**src/rtl/pipe_pkg.sv**
```systemverilog
// Shared pipeline package: ALU opcode fields and
// multiplier FSM state encodings used across stages.
package pipe_pkg;

  localparam logic [2:0] ALU_ADD = 3'b000;
  localparam logic [2:0] ALU_SUB = 3'b100;
  localparam logic [2:0] ALU_AND = 3'b001;
  localparam logic [2:0] ALU_OR  = 3'b101;
  localparam logic [2:0] ALU_XOR = 3'b010;
  localparam logic [2:0] ALU_LUI = 3'b110;
  localparam logic [2:0] ALU_SLL = 3'b011;
  localparam logic [2:0] ALU_SRX = 3'b111;

  typedef enum logic [1:0] {
    MUL_IDLE = 2'd0,
    MUL_BUSY = 2'd1,
    MUL_DONE = 2'd2
  } mul_state_t;

endpackage

```
**src/rtl/pipe_alu.sv**
```systemverilog
// Combinational EX-stage ALU.
// aluc[3] only matters for the shift group.
module pipe_alu
  import pipe_pkg::*;
(
  input  logic [31:0] a,
  input  logic [31:0] b,
  input  logic [3:0]  aluc,
  output logic [31:0] r
);

  always_comb begin
    r = '0;
    unique case (aluc[2:0])
      ALU_ADD: r = a + b;
      ALU_SUB: r = a - b;
      ALU_AND: r = a & b;
      ALU_OR:  r = a | b;
      ALU_XOR: r = a ^ b;
      ALU_LUI: r = {b[15:0], 16'b0};
      ALU_SLL: r = aluc[3] ? '0
                           : b << a[4:0];
      ALU_SRX: r = aluc[3]
                 ? 32'($signed(b) >>> a[4:0])
                 : b >> a[4:0];
      default: r = '0;
    endcase
  end

endmodule

```
**src/rtl/pipe_exe_stage.sv**
```systemverilog
// EX stage: operand muxes, ALU, jal link and a
// 32-cycle shift-add multiplier that stalls the pipe.
module pipe_exe_stage
  import pipe_pkg::*;
(
  input  logic        clk,
  input  logic        clrn,
  input  logic [31:0] ea,
  input  logic [31:0] eb,
  input  logic [31:0] eimm,
  input  logic [31:0] epc4,
  input  logic [3:0]  ealuc,
  input  logic        ealuimm,
  input  logic        eshift,
  input  logic        ejal,
  input  logic        ewreg,
  input  logic        ewmem,
  input  logic        emul,
  output logic [31:0] ealu,
  output logic        ewreg_g,
  output logic        ewmem_g,
  output logic        estall,
  output logic        ebusy
);

  mul_state_t  state;
  mul_state_t  nxt;
  logic [31:0] opa;
  logic [31:0] opb;
  logic [31:0] r;
  logic [31:0] acc;
  logic [31:0] mcand;
  logic [31:0] mplier;
  logic [4:0]  count;

  assign opa = eshift ? {27'b0, eimm[10:6]} : ea;
  assign opb = ealuimm ? eimm : eb;

  pipe_alu u_alu (
    .a    (opa),
    .b    (opb),
    .aluc (ealuc),
    .r    (r)
  );

  always_ff @(posedge clk or posedge clrn) begin
    if (clrn) state <= MUL_IDLE;
    else      state <= nxt;
  end

  // Dropping emul mid-multiply is a flush: abort.
  always_comb begin
    nxt = state;
    unique case (state)
      MUL_IDLE: if (emul) nxt = MUL_BUSY;
      MUL_BUSY: begin
        if (!emul)             nxt = MUL_IDLE;
        else if (count == 5'd31) nxt = MUL_DONE;
      end
      MUL_DONE: nxt = MUL_IDLE;
      default:  nxt = MUL_IDLE;
    endcase
  end

  always_ff @(posedge clk or posedge clrn) begin
    if (clrn) begin
      acc    <= '0;
      mcand  <= '0;
      mplier <= '0;
      count  <= '0;
    end else begin
      unique case (state)
        MUL_IDLE: if (emul) begin
          mcand  <= opa;
          mplier <= opb;
          acc    <= '0;
          count  <= '0;
        end
        MUL_BUSY: if (emul) begin
          if (mplier[0]) acc <= acc + mcand;
          mcand  <= mcand << 1;
          mplier <= mplier >> 1;
          count  <= count + 5'd1;
        end
        default: ;
      endcase
    end
  end

  assign estall  = emul & (state != MUL_DONE);
  assign ebusy   = (state != MUL_IDLE);
  assign ewreg_g = ewreg & ~estall;
  assign ewmem_g = ewmem & ~estall;

  always_comb begin
    if (emul)      ealu = acc;
    else if (ejal) ealu = epc4 + 32'd4;
    else           ealu = r;
  end

endmodule

```
**config.mk**
```make
export PLATFORM = sky130hd
export DESIGN_NAME = pipe_exe_stage
export DESIGN_NICKNAME = d
export VERILOG_FILES = /design/src/rtl/pipe_pkg.sv /design/src/rtl/pipe_alu.sv /design/src/rtl/pipe_exe_stage.sv
export SDC_FILE = /design/constraint.sdc
export NUM_CORES = 1
export LEC_CHECK = 0
export CAP_MARGIN = 20
export CELL_PAD_IN_SITES_DETAIL_PLACEMENT = 0
export CELL_PAD_IN_SITES_GLOBAL_PLACEMENT = 1
export CORE_MARGIN = 4
export CORE_UTILIZATION = 43
export DETAILED_ROUTE_END_ITERATION = 6
export GPL_TIMING_DRIVEN = 0
export PLACE_DENSITY_LB_ADDON = 0.1
export SYNTH_ARGS = -nofsm -noshare
export SYNTH_HDL_FRONTEND = slang
export SYNTH_SLANG_ARGS = --single-unit
```
**constraint.sdc**
```tcl
create_clock -name clk -period 6 [get_ports clk]
set_input_delay 0.6 -clock clk [delete_from_list [all_inputs] [get_ports clk]]
set_output_delay 0.6 -clock clk [all_outputs]
set_load 0.01 [all_outputs]
```
==> metrics.yaml <==
status:
  outcome: "complete, but fails checks"
  violations: "setup timing"
power_and_ir_drop:
  clkPwrFrac_pct: 18.2
  power.switching_w: 0.00166
  p_comb_share_pct: 57.7
  ir_drop_uv: 122
  p_int_w: 0.00183
  pwr_density_cell_nw_per_um2: 184
  p_seq_share_pct: 24.1
  power_leakage_nw: 8.39
  switching_share_pct: 47.5
route:
  drtIter0Drc: 2538
  drt-total-wl_mm: 84.8
  vias: 18800
  remaining_drc_errors: 0
  postRouteAntennaNets: 0
  wl_per_cell_um: 30.1
  viasPerCell: 6.67
  drt-pass1-iter-count: 6
setup_path:
  critical_path_class: "input port to output pin"
  worstSetupStartpointType: "input port"
  end_kind: "output pin"
  required_ns: 5.40
  crit_arrival_ns: 5.45
  worstPathMaxFanout: 7
  rrSetupSlack_ns: 2.76
global_routing:
  antenna_found_initial: 3
  globalRouteOverflowTotal: 0
  busiest_layer: "met2"
  grt_max_degree: 69
  met3_usage_pct: 7.62
  grt.total_usage_pct: 41.2
  grtUsageMet2_pct: 63.3
  grt_pass1_wl_mm: 120
  use_met1_pct: 52.8
  grt_pass1_vias: 17600
timing:
  min_period_ns: 6.05
  setup_viol: 1
  report.final.slew_viol_count: 0
  clock.fmax_mhz: 165
  worst_hold_slack_ns: 0.486
  rsz0062_at_grt: "false"
  worst_slew_pin_slew_ns: 1.24
  clock-skew-final_ns: 0.0164
  hold_viol_final: 0
  period_share_pct: 101
  relSlewSlack_pct: 14.7
  setup_slack_ns: -0.0522
cts:
  cts_root_buf: "clkbuf_16"
  path_clk_slew_ns: 0.07
  clock_sinks: 103
  cts_tree: "built"
  cts_buffers: 9
  cts.path.max_buffers: 2
  insertion_delay_ns: 0.39
  holdBufCountCts: 0
  htreeDepth: 3
floorplanning:
  io_pins: 176
  die_h_um: 199
  die_x_um: 199
  start_util_pct: 43.8
  rows: 69
  die_area_um2: 39600
  core_um2: 35800
synthesis:
  syn_nets: 2411
  netlist_area_um2: 15700
  avgSynthCellArea_um2: 7.34
  ys_seq_elements: 103
  ys_types: 81
  syn_inst: 2139
  async_flop_share_pct: 100
  synth-edff-count: 0
  ys.flop_type: "dfrtp_1"
  ys_seq_area_share_pct: 16.4
  ys_warn_count: 0
finish:
  final.fill_count: 3473
  drive_above_1_share_pct: 9.19
  final_common_cell: "a21oi_1"
  nNetsFinal: 2617
  area_growth_pct: 21.0
  final_area_um2: 19000
  final_cell_mix: "229 x a21oi_1, 225 x nor2_1, 225 x nand2_1, 161 x o21ai_0, 152 x clkdlybuf4s50_1"
placed_design:
  io_buffers: 168
  gp_congestion: 1.14
  dp_hpwl_mm: 66.9
  dpl_cell_area_um2: 18000
flow_run:
  maxCapViolCount: 0
min_path:
  hp-class: "register to register"
## metal layers
metal | vias to the layer above | routed length (um)
met5 | - | 24
met4 | 4 | 7440
met2 | 1321 | 36200
met1 | 8880 | 32400
li1 | 8232 | -
met3 | 329 | 8710
## logic make-up after synthesis
logic type,count (synthesis),synth area share (%)
compound gates,735,29.3
simple gates,665,19.1
buf+inv,231,6.22
mux,169,12.6
fa+ha+maj,132,10.6
xor+xnor,104,5.80
flops,103,16.4
## final timing paths
| check | endpoint | start | depth (start not counted) |
|---|---|---|---|
| setup reg to reg | acc[30] | acc[0] | 11 |
| setup / recovery | ealu[8] | eb[30] | 12 |
| hold reg to reg | mplier[22] | mplier[22] | 2 |
| hold / removal | mplier[22] | mplier[22] | 2 |
| max in group asynchronous | mplier[12] | clrn | 3 |
| min in group asynchronous | count[3] | clrn | 2 |
## layout make-up
type                       count  area, um2  area share (%)
sequential                   103       2580            13.6
clock buffer                  10        229            1.21
tap                          461        577            3.04
multi-input combinational   1805      12600            66.1
antenna                        1       2.50          0.0132
clock inverter                 6       67.6           0.356
timing repair buffer         201       1990            10.5
inverter                      92        350            1.84
buffer                       133        642            3.38
## power by group through the flow
stage	Clock [W]	Combinational, W	Sequential, W
floorplan	0	0.00114	0.000830
global placement	0	0.00183	0.000849
detailed placement	0	0.00185	0.000852
CTS	0.000633	0.00191	0.000839
global route	0.000664	0.00211	0.000853
finish	0.000635	0.00202	0.000842
## registers in the layout (all words and copies together), names as in the netlist
signal	cells
count	5
mplier	32
mcand	32
acc	32
state	2
## per-stage QoR
| step | total power (W) | setup TNS, ns | util [%] | std cells | setup WS [ns] |
|---|---|---|---|---|---|
| 3_3_place_gp | 0.00268 | -26.76 | 50.1 | 2768 | -1.63 |
| 6_report | 0.00349 | -0.0522 | 53.0 | 2812 | -0.0522 |
| 5_1_grt | 0.00363 | 0 | 53.0 | 2811 | 0.00167 |
| 4_1_cts | 0.00338 | -0.0226 | 52.3 | 2795 | -0.0226 |
| 2_1_floorplan | 0.00197 | 0 | - | 2139 | 0.624 |
| 3_5_place_dp | 0.00270 | -24.57 | 50.3 | 2773 | -1.59 |
## synthesized netlist by cell type (all sizes together), types with 6 or more instances
master | count | area (um2)
buf | 39 | 253
mux2 | 13 | 146
a221oi | 22 | 193
and3 | 16 | 100
or3 | 9 | 56.3
a21oi | 234 | 1170
a221o | 6 | 60.1
a2111oi | 7 | 61.3
a22o | 23 | 201
and2 | 8 | 50.1
inv | 90 | 340
clkbuf | 100 | 375
ha | 130 | 1630
nand3 | 31 | 155
o311ai | 7 | 61.3
o22ai | 33 | 206
a31oi | 23 | 144
nand4 | 20 | 125
a21o | 45 | 338
dfrtp | 103 | 2580
xor2 | 29 | 254
nor4 | 9 | 62.6
o211ai | 20 | 150
a211o | 7 | 61.3
o221ai | 16 | 140
a311oi | 7 | 61.3
a22oi | 17 | 128
or2 | 8 | 50.1
o31ai | 11 | 82.6
nor3 | 43 | 225
o21a | 9 | 67.6
o21ai | 177 | 886
nand2 | 226 | 848
nor2 | 227 | 852
a211oi | 36 | 275
mux2i | 152 | 1740
xnor2 | 75 | 657
nor2b | 8 | 50.1
nand2b | 40 | 250
## critical path: stages
cell             delay, ns
clkdlybuf4s50_1       0.41
mux2i_2               0.63
inv_2                 0.21
mux2i_1               0.80
mux2i_1               0.66
mux2i_1               0.46
mux2i_1               0.18
a21oi_1               0.30
o221ai_1              0.27
a221oi_1              0.34
a21oi_1               0.07
clkdlybuf4s50_1       0.51
## repair_timing
item	4_1_cts	5_1_grt
gates cloned	0	0
hold endpoints to repair	0	0
pin swaps	9	8
resized for setup	80	30
endpoints found under the setup margin	25	20
setup buffers	12	15
Note: power is estimated with default switching activity, not from simulation.
